File: config.mk
export PLATFORM = sky130hd
export DESIGN_NAME = booth_wallace_mul_pipe_flat
export DESIGN_NICKNAME = d
export VERILOG_FILES = /design/src/rtl/booth_wallace_mul_pipe_if.sv /design/src/rtl/booth_wallace_mul_pipe.sv /design/src/flat_wrapper.sv
export SDC_FILE = /design/constraint.sdc
export NUM_CORES = 2
export LEC_CHECK = 0
export CORE_ASPECT_RATIO = 1.2
export CORE_MARGIN = 2
export CORE_UTILIZATION = 35
export CTS_CLUSTER_DIAMETER = 40
export CTS_CLUSTER_SIZE = 20
export DETAILED_ROUTE_END_ITERATION = 16
export PLACE_DENSITY = 0.53
export SLEW_MARGIN = 25
export SYNTH_ARGS = -nofsm -noshare
export SYNTH_HDL_FRONTEND = slang
export SYNTH_SLANG_ARGS = --single-unit
File: constraint.sdc
create_clock -name clk -period 4.8 [get_ports clk]
set_input_delay 0.96 -clock clk [delete_from_list [all_inputs] [get_ports clk]]
set_output_delay 0.96 -clock clk [all_outputs]
set_load 0.01 [all_outputs]
File: src/rtl/booth_wallace_mul_pipe_if.sv
// Operand/product channel of the pipelined Booth multiplier.
// Both sides use valid/ready: a beat transfers on a rising edge where valid && ready,
// and the producer holds valid and its payload stable until that edge.
interface booth_wallace_mul_pipe_if #(
  parameter int WIDTH = 24,
  parameter int TAG_W = 4
);
  logic               in_valid;
  logic               in_ready;
  logic [WIDTH-1:0]   in_a;
  logic [WIDTH-1:0]   in_b;
  logic               in_signed;
  logic [TAG_W-1:0]   in_tag;
  logic               out_valid;
  logic               out_ready;
  logic [2*WIDTH-1:0] out_product;
  logic [TAG_W-1:0]   out_tag;

  modport master (
    output in_valid, in_a, in_b, in_signed, in_tag, out_ready,
    input  in_ready, out_valid, out_product, out_tag
  );

  modport slave (
    input  in_valid, in_a, in_b, in_signed, in_tag, out_ready,
    output in_ready, out_valid, out_product, out_tag
  );
endinterface

File: src/rtl/booth_wallace_mul_pipe.sv
// Three-stage radix-4 Booth multiplier: S1 Booth select, S2 Wallace 3:2 reduction,
// S3 carry-propagate add. Full 2*WIDTH product, signed or unsigned, with a pass-through tag.
module booth_wallace_mul_pipe #(
  parameter int WIDTH = 24,
  parameter int TAG_W = 4
) (
  input logic                     clk,
  input logic                     rst,
  booth_wallace_mul_pipe_if.slave bus
);
  localparam int EW = WIDTH + 2;
  localparam int PW = 2 * WIDTH;
  localparam int NPP = WIDTH / 2 + 1;
  localparam int NR = NPP + 1;
  // Enough 3:2 levels for the largest legal row count (18 rows at WIDTH=32 needs 6).
  localparam int TREE_LVLS = 8;

  logic             v1, v2, v3;
  logic             load1, load2, load3;
  logic [TAG_W-1:0] tag1, tag2, tag3;
  logic [PW-1:0]    pp_d [NR];
  logic [PW-1:0]    pp_q [NR];
  logic [PW-1:0]    sum_d, carry_d, sum_q, carry_q, prod_q;
  logic [EW-1:0]    a_ext, b_ext;
  logic [PW-1:0]    a_pw;
  logic [EW:0]      b_trip;

  assign load3 = !v3 || bus.out_ready;
  assign load2 = !v2 || load3;
  assign load1 = !v1 || load2;
  assign bus.in_ready = load1;

  assign a_ext  = {{2{bus.in_signed & bus.in_a[WIDTH-1]}}, bus.in_a};
  assign b_ext  = {{2{bus.in_signed & bus.in_b[WIDTH-1]}}, bus.in_b};
  assign a_pw   = {{(PW-EW){a_ext[EW-1]}}, a_ext};
  assign b_trip = {b_ext, 1'b0};

  // Rows 0..NPP-1 are the shifted partial products; row NPP collects the +1 of negated rows.
  always_comb begin
    logic [2:0]    trip;
    logic [PW-1:0] mag;
    for (int i = 0; i < NR; i++) pp_d[i] = '0;
    for (int i = 0; i < NPP; i++) begin
      trip = b_trip[2*i +: 3];
      case (trip)
        3'b001, 3'b010, 3'b101, 3'b110: mag = a_pw;
        3'b011, 3'b100:                 mag = a_pw << 1;
        default:                        mag = '0;
      endcase
      if (trip[2] && trip != 3'b111) begin
        pp_d[i] = (~mag) << (2 * i);
        pp_d[NPP][2*i] = 1'b1;
      end else begin
        pp_d[i] = mag << (2 * i);
      end
    end
  end

  always_ff @(posedge clk or negedge rst) begin
    if (!rst) begin
      v1   <= 1'b0;
      tag1 <= '0;
      for (int i = 0; i < NR; i++) pp_q[i] <= '0;
    end else begin
      if (load1) v1 <= bus.in_valid;
      if (load1 && bus.in_valid) begin
        pp_q <= pp_d;
        tag1 <= bus.in_tag;
      end
    end
  end

  // Each level groups the live rows in threes through full adders; leftovers pass through.
  always_comb begin
    logic [PW-1:0] t  [NR];
    logic [PW-1:0] nx [NR];
    int n, m, base;
    t = pp_q;
    n = NR;
    for (int lvl = 0; lvl < TREE_LVLS; lvl++) begin
      nx   = '{default: '0};
      m    = 0;
      base = (n / 3) * 3;
      for (int j = 0; j < NR / 3; j++) begin
        if (3 * j + 2 < n) begin
          nx[m]     = t[3*j] ^ t[3*j+1] ^ t[3*j+2];
          nx[m + 1] = ((t[3*j] & t[3*j+1]) | (t[3*j] & t[3*j+2]) | (t[3*j+1] & t[3*j+2])) << 1;
          m = m + 2;
        end
      end
      for (int i = 0; i < NR; i++) begin
        if (i >= base && i < n) begin
          nx[m] = t[i];
          m = m + 1;
        end
      end
      if (n > 2) begin
        t = nx;
        n = m;
      end
    end
    sum_d   = t[0];
    carry_d = t[1];
  end

  always_ff @(posedge clk or negedge rst) begin
    if (!rst) begin
      v2      <= 1'b0;
      tag2    <= '0;
      sum_q   <= '0;
      carry_q <= '0;
    end else begin
      if (load2) v2 <= v1;
      if (load2 && v1) begin
        sum_q   <= sum_d;
        carry_q <= carry_d;
        tag2    <= tag1;
      end
    end
  end

  always_ff @(posedge clk or negedge rst) begin
    if (!rst) begin
      v3     <= 1'b0;
      tag3   <= '0;
      prod_q <= '0;
    end else begin
      if (load3) v3 <= v2;
      if (load3 && v2) begin
        prod_q <= sum_q + carry_q;
        tag3   <= tag2;
      end
    end
  end

  assign bus.out_valid   = v3;
  assign bus.out_product = prod_q;
  assign bus.out_tag     = tag3;
endmodule
File: src/flat_wrapper.sv
// flat-port wrapper written by rule: the top's interface ports become plain ports
module booth_wallace_mul_pipe_flat 
#(
  parameter int WIDTH = 24,
  parameter int TAG_W = 4
)
  (clk, rst, bus_in_valid, bus_in_a, bus_in_b, bus_in_signed, bus_in_tag, bus_out_ready, bus_in_ready, bus_out_valid, bus_out_product, bus_out_tag);
  booth_wallace_mul_pipe_if #(.WIDTH(WIDTH), .TAG_W(TAG_W)) bus_i ();
  input logic clk;
  input logic rst;
  input wire logic [$bits(bus_i.in_valid)-1:0] bus_in_valid;
  input wire logic [$bits(bus_i.in_a)-1:0] bus_in_a;
  input wire logic [$bits(bus_i.in_b)-1:0] bus_in_b;
  input wire logic [$bits(bus_i.in_signed)-1:0] bus_in_signed;
  input wire logic [$bits(bus_i.in_tag)-1:0] bus_in_tag;
  input wire logic [$bits(bus_i.out_ready)-1:0] bus_out_ready;
  output wire logic [$bits(bus_i.in_ready)-1:0] bus_in_ready;
  output wire logic [$bits(bus_i.out_valid)-1:0] bus_out_valid;
  output wire logic [$bits(bus_i.out_product)-1:0] bus_out_product;
  output wire logic [$bits(bus_i.out_tag)-1:0] bus_out_tag;
  assign bus_i.in_valid = bus_in_valid;
  assign bus_i.in_a = bus_in_a;
  assign bus_i.in_b = bus_in_b;
  assign bus_i.in_signed = bus_in_signed;
  assign bus_i.in_tag = bus_in_tag;
  assign bus_i.out_ready = bus_out_ready;
  assign bus_in_ready = bus_i.in_ready;
  assign bus_out_valid = bus_i.out_valid;
  assign bus_out_product = bus_i.out_product;
  assign bus_out_tag = bus_i.out_tag;
  booth_wallace_mul_pipe #(.WIDTH(WIDTH), .TAG_W(TAG_W)) u_core (.clk(clk), .rst(rst), .bus(bus_i));
endmodule
# After elaboration in Yosys (flattened, before gate mapping)
# Index checks and enable logic that the tools add are counted.
# totals
reg_bits	795
input_bits	57
word_cells	295
# classes
n_addsub	1
eq_ne	87
mux	39
bitwise_logic	99
n_reduce_logical	46
# ops
operator	count
bitwise AND 47 bit	34
OR 47 bit	24
XOR 48 bit	23
2-to-1 mux 48 bit	13
equality test 3 bit (second input constant)	36
case mux 48 bit (2 select lines)	1
bitwise AND 47 x 25 -> 47 bit	2
case mux 46 bit (2 select lines)	1
case mux 44 bit (2 select lines)	1
case mux 42 bit (2 select lines)	1
case mux 40 bit (2 select lines)	1
case mux 38 bit (2 select lines)	1
equality test 3 x 2 -> 1 bit (second input constant)	24
case mux 36 bit (2 select lines)	1
case mux 34 bit (2 select lines)	1
case mux 32 bit (2 select lines)	1
case mux 30 bit (2 select lines)	1
case mux 28 bit (2 select lines)	1
case mux 26 bit (2 select lines)	1
adder 48 bit	1
NOT 48 bit	1
case mux 24 bit (2 select lines)	1
OR reduction 4 bit	12
XOR 48 x 25 -> 48 bit	1
22 further kinds	88

# Depth between registers and ports, before layout
# depth
ltp_word	18
ltp_mapped	13

# Worst setup path after synthesis
# OpenSTA, ideal clock, no wires.
# synth_path
path_kind	register to register
start	register u_core.pp_q[670] (netlist name)
end	register u_core.sum_q[44]
setup_time_ns	0.125
arrival_ns	4.135
required_time_ns	4.675
path_slack_ns	0.540
stages_incl_launch_ff	12
path_cell_list	dfrtp_1 inv_1 fa_1 inv_1 fa_1 inv_1 fa_1 inv_1 fa_1 fa_1 ha_1 mux2_2
# synth_lines
element	line_no	text
end signal: assignment	booth_wallace_mul_pipe.sv:115	sum_q <= sum_d;
end: declaration	booth_wallace_mul_pipe.sv:23	logic [PW-1:0] sum_d, carry_d, sum_q, carry_q, prod_q;

==> impl_metrics.tcl <==
set metrics [dict create \
    status "finished clean" \
    tightest_slew_ps 1060 \
    synthToLayoutAreaGrowth_pct 15.6 \
    dp.cells 4685 \
    path_cells "inv_1 > fa_1 > inv_1 > fa_1 > inv_1 > fa_1 > inv_1 > fa_1 > fa_1 > ha_1 > mux2_2" \
    yosysSeqAreaShare_pct 35.7 \
    drive_gt1_share_pct 11.1 \
    core_mm2 0.0999 \
    clockRootBuffer "clkbuf_16" \
    grt_pass1_vias 26300 \
    clk_latency_ps 660 \
    grt_antenna_before_repair 2 \
    grt_max_degree 155 \
    met2WireLength_um 46400 \
    totalNegativeSetupSlack_ps 0 \
    route.vias.total 24700 \
    final_area_mm2 0.0409 \
    relSlewSlack_pct 29.3 \
    fin_crit_ps 4150 \
    dr_wl_met3_um 5770 \
    syn_nets 4022 \
    clock_skew_ps 29.5 \
    fillCellCount 9697 \
    multi_input_area_mm2 0.0204 \
    top_layer_used "met5" \
    htreeDepth 3 \
    fin_nets 4008 \
    ys.flop_type "dfrtp_1" \
    syn_area_mm2 0.0353 \
    post_cts_buffers 0 \
    cap_violations 0 \
    placed_cell_area_mm2 0.0376 \
    hold_viol 0 \
    clock_path_buffers 3 \
    viasPerCell 5.09 \
    dpl.hpwl_um 68700 \
    synth_warnings 0 \
    seq_area_mm2 0.0126 \
    grt_pass1_wl_um 159000 \
    crit_fanout 7 \
    wl_met1_um 45900 \
    slowest_delay_ps 640 \
    drtIter0Drc 1654 \
    final_antenna_net_count 0 \
    cts_buffers 88 \
    end_kind "flop" \
    ctsHoldBuffers 0 \
    rr_worst_depth 11 \
    routed_wl_um 101000 \
    drv_slew 0 \
    wl_per_cell_um 20.9 \
    arrival_ps 4680 \
    syn_area_per_cell_um2 10.1 \
    crit_top_cell "fa_1" \
    drtPass1Iterations 5 \
    async_reset_ff_share_pct 100 \
    fin_crit_sh_pct 86.4 \
    die_h_um 352 \
    synth-seq-cells 504 \
    start_kind "flop" \
    start_util_pct 35.4 \
    setup_viol 0 \
    path_class "flop to flop" \
    fmax_ghz 0.241 \
    clkSlewWorstSetupHoldPaths_ps 60 \
    slowest_stage "fa_1" \
    min-delay-path-class "input pin to asynchronous set/reset pin" \
    r2r_slack_ps 650 \
    die_w_um 294 \
    grtUsageTotal_pct 19.9 \
    stdcell_count 4851 \
    clock-sinks 504 \
    synth_cell_types 61 \
    die_area_mm2 0.104 \
    rows 127 \
    cts_tree "yes" \
    drcViolationCount 0 \
    ctsResizeCount 0 \
    grt_setup_unrepaired "no" \
    critical_path_required_ps 5330 \
    syn_inst 3501 \
    synth_edf_count 0 \
    grt-ovfl-total 0 \
    io_buffers 110 \
    pin_count 111 \
    finalCoreUtilization_pct 40.9 \
    place_congestion 0.858 \
]
worst max-delay path, delay by kind of cell (launching register included):
kind       cells  cell delay (ps)
fa+ha+maj      6             2810
buf+inv        4              540
flops          1              420
mux            1              250
final cells by class:
type,count,share of cell area [%]
timing repair buffer,178,4.16
clock inverter,52,1.71
inverter,373,3.43
tap,1290,3.95
clock buffer,111,6.03
antenna,1,0.00612
sequential,504,30.9
multi-input combinational,2342,49.8
cell usage after synthesis, drive strengths merged, types with 6 or more instances:
library cell	count	area share [%]
dfrtp	504	36
inv	373	4.0
o21bai	13	0.28
xnor2	36	0.89
o211ai	14	0.30
nand2	441	4.7
mux2	122	3.9
ha	150	5.3
nand4	14	0.25
nor2	31	0.34
a31oi	11	0.24
o31ai	6	0.16
fa	314	18
nand2b	7	0.12
and3	15	0.27
a21o	25	0.53
a22oi	274	5.8
clkbuf	255	2.7
a21oi	68	0.99
nand3	12	0.17
a211oi	7	0.15
buf	27	0.32
xor2	301	7.5
mux2i	24	0.68
o21ai	397	5.6
nor2b	8	0.14
nor3	6	0.085
per-stage QoR:
| step | hold slack [ps] | worst slack [ps] |
|---|---|---|
| finish | 401 | 654 |
| global route | 453 | 458 |
| CTS | 427 | 639 |
| detailed placement | 470 | 615 |
| global placement | 460 | 678 |
| floorplan | 446 | 540 |
placed cells by master, fill, tap and decap left out, types with 4 or more instances in the layout:
cell type / Yosys / routed
a211oi_1: 7 / 7
a21o_1: 25 / 25
a21oi_1: 67 / 67
a22oi_1: 274 / 274
a31oi_1: 10 / 10
and3_1: 15 / 15
buf_12: 0 / 12
buf_2: 10 / 17
buf_4: 0 / 55
bufinv_16: 0 / 11
clkbuf_1: 254 / 9
clkbuf_16: 0 / 91
clkbuf_8: 0 / 11
clkdlybuf4s50_1: 0 / 92
clkinv_2: 0 / 8
clkinv_4: 0 / 8
clkinvlp_4: 0 / 9
dfrtp_1: 504 / 504
fa_1: 314 / 314
ha_1: 150 / 149
inv_1: 373 / 373
inv_6: 0 / 8
mux2_2: 122 / 122
mux2i_1: 24 / 24
nand2_1: 441 / 438
nand2b_1: 7 / 7
nand3_1: 12 / 12
nand4_1: 14 / 14
nor2_1: 30 / 20
nor2_4: 0 / 10
nor2b_1: 8 / 6
nor3_1: 6 / 6
o211ai_1: 14 / 14
o21ai_0: 394 / 394
o21bai_1: 13 / 13
o31ai_1: 4 / 4
or4_1: 4 / 4
xnor2_1: 36 / 36
xor2_1: 301 / 301
sequential cells by signal (all words and copies together), names as in the netlist:
register                flops
u_core.bus.out_product     48
u_core.bus.out_tag          4
u_core.bus.out_valid        1
u_core.carry_q             44
u_core.pp_q               349
u_core.sum_q               48
u_core.tag1                 4
u_core.tag2                 4
u_core.v1                   1
u_core.v2                   1
per-layer routing:
metal  track usage [%]  vias to the layer above
met5                 0                        -
met3              3.86                      201
met2              31.4                      655
li1                  -                    11600
met1              27.3                    12300
met4              6.84                        4
kinds of logic (layout without fill, tap and decap cells):
family          after synthesis  after routing  share of synthesized area [%]
compound gates              844            844                           14.9
xor+xnor                    337            337                           8.35
fa+ha+maj                   464            464                           23.1
buf+inv                     655            714                           7.00
flops                       504            504                           35.7
mux                         146            146                           4.57
other cells                   0              1                              0
simple gates                551            551                           6.42
final timing paths:
check	startpoint	to
min in group clk	u_core.bus.out_product[38]	u_core.bus.out_product[38]
setup reg to reg	u_core.pp_q[670]	u_core.sum_q[44]
hold reg to reg	u_core.bus.out_product[38]	u_core.bus.out_product[38]
hold / removal	rst	u_core.pp_q[596]
setup / recovery	u_core.pp_q[670]	u_core.sum_q[44]
max in group asynchronous	rst	u_core.pp_q[133]
Power is left out: the tool's default activity adds up to more than one toggle a clock period on the data nets, which glitch-free logic cannot reach.
